`src/rtl/div_pkg.sv`:
```
// Shared definitions for the 64/32 restoring divider: default widths and FSM encoding.
package div_pkg;

  localparam int N_W_DEF   = 64;
  localparam int D_W_DEF   = 32;
  localparam int CNT_W_DEF = $clog2(N_W_DEF);

  typedef enum logic [1:0] {
    IDLE = 2'd0,
    BUSY = 2'd1,
    DONE = 2'd2
  } state_t;

endpackage

```
`src/rtl/div_step.sv`:
```
// One restoring-division iteration: shift in a dividend bit, conditionally subtract the divisor.
module div_step #(
  parameter int D_W = 32
) (
  input  logic [D_W:0]   rem_in,
  input  logic           bit_in,
  input  logic [D_W-1:0] divisor,
  output logic [D_W:0]   rem_out,
  output logic           q_bit
);

  logic [D_W:0] shifted_s;
  logic [D_W:0] diff_s;
  logic         ge_s;

  // A set MSB in the incoming remainder means the shifted value already exceeds any divisor.
  always_comb begin
    shifted_s = {rem_in[D_W-1:0], bit_in};
    diff_s    = shifted_s - {1'b0, divisor};
    ge_s      = rem_in[D_W] | (shifted_s >= {1'b0, divisor});
    if (ge_s) begin
      rem_out = diff_s;
      q_bit   = 1'b1;
    end else begin
      rem_out = shifted_s;
      q_bit   = 1'b0;
    end
  end

endmodule

```
`src/rtl/div_64_32.sv`:
```
// Sequential radix-2 restoring divider, 64-bit dividend by 32-bit divisor, one quotient bit per clock.
// Optional build macro DIV_EARLY_TERM_EN: finish in one cycle when dividend < divisor.
module div_64_32
  import div_pkg::*;
#(
  parameter int N_W = N_W_DEF,
  parameter int D_W = D_W_DEF
) (
  input  logic           clk,
  input  logic           reset,
  input  logic           in_valid,
  output logic           in_ready,
  input  logic [N_W-1:0] dividend,
  input  logic [D_W-1:0] divisor,
  output logic           out_valid,
  input  logic           out_ready,
  output logic [N_W-1:0] quotient,
  output logic [D_W-1:0] remainder,
  output logic           div_by_zero
);

  localparam int CNT_W = $clog2(N_W);
  localparam logic [CNT_W-1:0] LAST_CNT = CNT_W'(N_W - 1);

  state_t           state_q, state_d;
  logic [N_W-1:0]   dividend_q, dividend_d;
  logic [D_W-1:0]   divisor_q, divisor_d;
  logic [D_W:0]     rem_q, rem_d;
  logic [N_W-1:0]   quot_q, quot_d;
  logic [CNT_W-1:0] cnt_q, cnt_d;
  logic [N_W-1:0]   quotient_q, quotient_d;
  logic [D_W-1:0]   remainder_q, remainder_d;
  logic             dbz_q, dbz_d;
  logic             in_ready_q, in_ready_d;
  logic             out_valid_q, out_valid_d;

  logic [D_W:0]     step_rem_s;
  logic             step_q_s;

  div_step #(.D_W(D_W)) u_step (
    .rem_in  (rem_q),
    .bit_in  (dividend_q[N_W-1]),
    .divisor (divisor_q),
    .rem_out (step_rem_s),
    .q_bit   (step_q_s)
  );

  // FSM next state and datapath; visible results only change when entering DONE.
  always_comb begin
    state_d     = state_q;
    dividend_d  = dividend_q;
    divisor_d   = divisor_q;
    rem_d       = rem_q;
    quot_d      = quot_q;
    cnt_d       = cnt_q;
    quotient_d  = quotient_q;
    remainder_d = remainder_q;
    dbz_d       = dbz_q;
    case (state_q)
      IDLE: begin
        if (in_valid) begin
          dividend_d = dividend;
          divisor_d  = divisor;
          rem_d      = {(D_W + 1){1'b0}};
          quot_d     = {N_W{1'b0}};
          cnt_d      = {CNT_W{1'b0}};
          if (divisor == {D_W{1'b0}}) begin
            state_d     = DONE;
            quotient_d  = {N_W{1'b1}};
            remainder_d = dividend[D_W-1:0];
            dbz_d       = 1'b1;
          end
`ifdef DIV_EARLY_TERM_EN
          else if (dividend < N_W'(divisor)) begin
            state_d     = DONE;
            quotient_d  = {N_W{1'b0}};
            remainder_d = dividend[D_W-1:0];
            dbz_d       = 1'b0;
          end
`endif
          else begin
            state_d = BUSY;
          end
        end else begin
          state_d = IDLE;
        end
      end
      BUSY: begin
        dividend_d = {dividend_q[N_W-2:0], 1'b0};
        rem_d      = step_rem_s;
        quot_d     = {quot_q[N_W-2:0], step_q_s};
        cnt_d      = cnt_q + CNT_W'(1);
        if (cnt_q == LAST_CNT) begin
          state_d     = DONE;
          quotient_d  = {quot_q[N_W-2:0], step_q_s};
          remainder_d = step_rem_s[D_W-1:0];
          dbz_d       = 1'b0;
        end else begin
          state_d = BUSY;
        end
      end
      DONE: begin
        if (out_ready) begin
          state_d = IDLE;
        end else begin
          state_d = DONE;
        end
      end
      default: begin
        state_d = IDLE;
      end
    endcase
    in_ready_d  = (state_d == IDLE);
    out_valid_d = (state_d == DONE);
  end

  // State and datapath registers; reset discards any in-flight result.
  always_ff @(posedge clk or negedge reset) begin
    if (!reset) begin
      state_q     <= IDLE;
      dividend_q  <= {N_W{1'b0}};
      divisor_q   <= {D_W{1'b0}};
      rem_q       <= {(D_W + 1){1'b0}};
      quot_q      <= {N_W{1'b0}};
      cnt_q       <= {CNT_W{1'b0}};
      quotient_q  <= {N_W{1'b0}};
      remainder_q <= {D_W{1'b0}};
      dbz_q       <= 1'b0;
      in_ready_q  <= 1'b1;
      out_valid_q <= 1'b0;
    end else begin
      state_q     <= state_d;
      dividend_q  <= dividend_d;
      divisor_q   <= divisor_d;
      rem_q       <= rem_d;
      quot_q      <= quot_d;
      cnt_q       <= cnt_d;
      quotient_q  <= quotient_d;
      remainder_q <= remainder_d;
      dbz_q       <= dbz_d;
      in_ready_q  <= in_ready_d;
      out_valid_q <= out_valid_d;
    end
  end

  assign in_ready    = in_ready_q;
  assign out_valid   = out_valid_q;
  assign quotient    = quotient_q;
  assign remainder   = remainder_q;
  assign div_by_zero = dbz_q;

endmodule

```
`config.mk`:
```
export PLATFORM = sky130hd
export DESIGN_NAME = div_64_32
export DESIGN_NICKNAME = d
export VERILOG_FILES = /design/src/rtl/div_pkg.sv /design/src/rtl/div_step.sv /design/src/rtl/div_64_32.sv
export SDC_FILE = /design/constraint.sdc
export NUM_CORES = 1
export LEC_CHECK = 0
export BUFFER_PORTS_ARGS = -buffer_cell sky130_fd_sc_hd__buf_4
export CAP_MARGIN = 20
export CORE_UTILIZATION = 64
export CTS_BUF_LIST = sky130_fd_sc_hd__clkbuf_4
export DETAILED_ROUTE_END_ITERATION = 7
export HOLD_SLACK_MARGIN = 0.06
export PLACE_DENSITY = 0.85
export SLEW_MARGIN = 20
export SYNTH_ARGS = -nofsm -noshare
export SYNTH_HDL_FRONTEND = slang
export SYNTH_HIERARCHICAL = 1
export SYNTH_SLANG_ARGS = --single-unit
```
`constraint.sdc`:
```
create_clock -name clk -period 8.8 [get_ports clk]
set_input_delay 0.44 -clock clk [delete_from_list [all_inputs] [get_ports clk]]
set_output_delay 0.44 -clock clk [all_outputs]
set_load 0.005 [all_outputs]
```
==> impl_metrics.env <==
export IMPL_finalClockSkew_ns=0.04702
export IMPL_worst_slack_ns=4.586
export IMPL_cts_clk_slew_worst_paths_ns=0.07
export IMPL_ir_worst_vdd_mv=0.2229
export IMPL_tritoncts="built"
export IMPL_relSlewSlack=0.2485
export IMPL_top_layer="met4"
export IMPL_layout_nets=1953
export IMPL_worstMarginPinSlew_ns=1.127
export IMPL_grt_usage=0.3666
export IMPL_r2r_slack_ns=4.59
export IMPL_drt_met1_wl_mm=16.22
export IMPL_power_frac_clock=0.165
export IMPL_wl_met2_mm=19.70
export IMPL_dr_wl_met3_mm=3.514
export IMPL_num_fill_cells=1343
export IMPL_hp_start="dividend[33]"
export IMPL_fmax_ghz=0.2373
export IMPL_wl_per_cell_um=19.04
export IMPL_whs_endpoint="dividend_q[33]"
export IMPL_hpwl_mm=24.03
export IMPL_clock_latency_ns=0.72
export IMPL_p_leak_nw=8.128
export IMPL_synth_nets=1679
export IMPL_internal_power_mw=4.204
export IMPL_worstRegToRegCells=8
export IMPL_setup_viol=0
export IMPL_grt_pass1_vias=13098
export IMPL_synth_edf_count=0
export IMPL_overflow=0
export IMPL_drt_pass1_iterations=7
export IMPL_gp_congestion=0.9560
export IMPL_wirelength_mm=40.94
export IMPL_io_pins=199
export IMPL_syn_area_um2=14230
export IMPL_ant_nets=0
export IMPL_r2r_end="remainder[30]"
export IMPL_hold_violations=0
export IMPL_vias_per_cell=6.076
export IMPL_final_area_um2=17630
export IMPL_path_class="register to register"
export IMPL_period_needed_ns=4.214
export IMPL_cts_resized=0
export IMPL_initialDrtViolationCount=1095
export IMPL_reg2reg_from="state_q[1]"
export IMPL_portBuffers=198
export IMPL_htreeDepth=3
export IMPL_worstPathRequired_ns=9.33
export IMPL_start_util=0.6520
export IMPL_pre_cts_ws_ns=4.667
export IMPL_grt_pass1_wl_mm=65.23
export IMPL_outcome="completed"
export IMPL_syn_avg_cell_area_um2=9.209
export IMPL_vias=13063
export IMPL_rsz0062_at_grt="no"
export IMPL_dieArea_um2=22830
export IMPL_crit_path_max_fanout=100
export IMPL_die_w_um=151.1
export IMPL_placed_cell_area_um2=15740
export IMPL_power_mw=7.335
export IMPL_antenna_found_initial=1
export IMPL_core_area_um2=21820
export IMPL_synth_seq_cells=299
export IMPL_layout_drive_gt1_share=0.1937
export IMPL_startpoint_type="register"
export IMPL_ys_async_sr_fraction=1.000
export IMPL_synth_seq_area_share=0.5259
export IMPL_remaining_drc_errors=0
export IMPL_hold_path_class="input port to register"
export IMPL_setup_tns_ns=0
export IMPL_max_cap_violations=0
export IMPL_utilization=0.8078
export IMPL_power_density_nw_per_um2=416.1
export IMPL_cts_setup_buffers=0
export IMPL_pwr_share_seq=0.333
export IMPL_fp_row_count=54
export IMPL_synth_cells=1545
export IMPL_comb_power_share=0.502
export IMPL_fin_crit_sh=0.4789
export IMPL_p_sw_frac=0.4268
export IMPL_maxSlewViolCount=0
export IMPL_endpoint_kind="register"
export IMPL_clk_path_buf_depth=3
export IMPL_whs_path_depth=3
export IMPL_ys_flop_type="dfrtp_1"
export IMPL_synth_cell_type_count=56
export IMPL_switchingPower_mw=3.131
export IMPL_area_growth_pct=23.90
export IMPL_grt_max_degree=104
export IMPL_cts_root_buffer="clkbuf_4"
export IMPL_dieHeight_um=151.1
export IMPL_arrival_ns=4.75
export IMPL_cts_buffers=77
export IMPL_yosysWarningCount=6
export IMPL_cts_sinks=299
-- cells by family (layout without fill, tap and decap cells) --
| kind of cell | Yosys count | after routing | share of synthesized area |
|---|---|---|---|
| AO/OA/AOI/OAI | 447 | 447 | 0.1971 |
| XOR/XNOR | 29 | 29 | 0.01785 |
| adder cells (fa/ha/maj) | 34 | 34 | 0.03043 |
| buffers and inverters | 155 | 479 | 0.04661 |
| flip-flops | 299 | 299 | 0.5259 |
| multiplexers | 13 | 13 | 0.01240 |
| other | 0 | 1 | 0 |
| AND/OR/NAND/NOR | 568 | 568 | 0.1697 |
-- state kept, by name, indices dropped and copies added (netlist names) --
register	cells
div_by_zero	1
quotient	64
rem_q	33
dividend_q	64
in_ready	1
cnt_q	6
state_q	2
quot_q	63
remainder	32
divisor_q	32
out_valid	1
-- area by class of cell --
type | instances | area (um^2) | area share
Sequential cell | 299 | 7486 | 0.4246
Multi-Input combinational cell | 1091 | 6132 | 0.3478
Timing Repair Buffer | 302 | 2520 | 0.1429
Clock buffer | 105 | 788.3 | 0.04471
Tap cell | 280 | 350.3 | 0.01987
Inverter | 48 | 180.2 | 0.01022
Clock inverter | 24 | 170.2 | 0.009652
Antenna cell | 1 | 2.502 | 0.0001419
-- metrics by stage --
stage / std cells / hold WS [ns]
after floorplan: 1545 / 0.1444
after global placement: 1929 / 0.4417
after detailed placement: 1929 / 0.4449
after CTS: 2148 / 0.06097
after global routing: 2150 / 0.06683
final: 2150 / 0.07867
-- power groups by stage --
stage	logic [mW]	clock network, mW	registers, mW
floorplan	2.57	0	2.32
global placement	3.41	0	2.41
detailed placement	3.56	0	2.42
CTS	3.60	1.22	2.42
global route	4.05	1.30	2.50
finish	3.68	1.21	2.44
-- cells in the final DEF (no fill, tap or decap), types with 3 or more instances in the layout --
master	Yosys	routed
nand2_1	447	447
dfrtp_1	298	296
buf_4	1	210
o21ai_0	150	150
a21oi_1	110	110
clkbuf_4	0	105
dlygate4sd3_1	0	90
o22a_1	64	64
inv_1	48	48
a31oi_1	36	36
nor2_1	33	33
a22oi_1	33	33
ha_1	33	33
and3b_1	30	30
xnor2_1	22	22
clkinv_1	0	15
a21o_1	13	13
nand3_1	10	10
nor4_1	10	10
nand4_1	8	8
mux2_4	8	8
xor2_1	7	7
and3_1	6	6
o21a_1	6	6
nor3_1	5	5
o21bai_1	6	5
mux2_2	5	5
or2_2	3	3
o22ai_1	3	3
inv_6	0	3
a221o_1	3	3
nor2b_1	5	3
-- repair_timing --
item                                   in CTS  in global routing
setup endpoints to repair                   0                  0
hold buffers                               90                  0
endpoints found under the hold margin     166                  0
-- critical path, stage by stage (launching register included) --
cell     delay [ns]
dfrtp_2        0.43
nor2b_4        0.10
buf_4          0.84
nand4_4        0.13
buf_4          0.38
nand2_2        0.69
and2_4         0.51
buf_4          0.70
a31oi_1        0.20
-- routing by layer --
metal | GRT usage | vias up
li1 | - | 5904
met1 | 0.4704 | 6350
met2 | 0.5796 | 688
met3 | 0.09217 | 121
met4 | 0.1865 | 0
met5 | 0 | -
-- Yosys cell counts, types with 3 or more instances --
library cell,count,share of area
o21ai_0,150,0.053
buf_1,7,0.0018
o22a_1,64,0.039
nor2_1,33,0.0087
nor4_1,10,0.0044
mux2_2,5,0.0040
xnor2_1,22,0.014
or2_2,3,0.0013
inv_1,48,0.013
buf_2,14,0.0049
and2_1,4,0.0018
o22ai_1,3,0.0013
a221o_1,3,0.0021
xor2_1,7,0.0043
nand2b_1,3,0.0013
a21o_1,13,0.0069
nand3_1,10,0.0035
a21oi_1,110,0.039
clkbuf_1,77,0.020
nor3_1,5,0.0018
o21ai_1,3,0.0011
mux2_4,8,0.0084
o21a_1,6,0.0032
dfrtp_1,298,0.52
and3_1,6,0.0026
a22oi_1,33,0.017
nand4_1,8,0.0035
and3b_1,30,0.018
nand2_1,447,0.12
ha_1,33,0.029
nor2b_1,5,0.0022
o21bai_1,6,0.0032
buf_6,8,0.0063
a31oi_1,36,0.016
-- worst max-delay path by stage --
stage / from / endpoint / slack (ns)
after global routing: state_q[1] / remainder[30] / 4.40
after detailed placement: state_q[1] / remainder[30] / 4.67
final: state_q[1] / remainder[30] / 4.59
after CTS: state_q[1] / remainder[30] / 4.68
after global placement: state_q[1] / remainder[26] / 4.78
after floorplan: divisor_q[0] / remainder[30] / 5.91
Note: power is estimated with default switching activity, not from simulation.
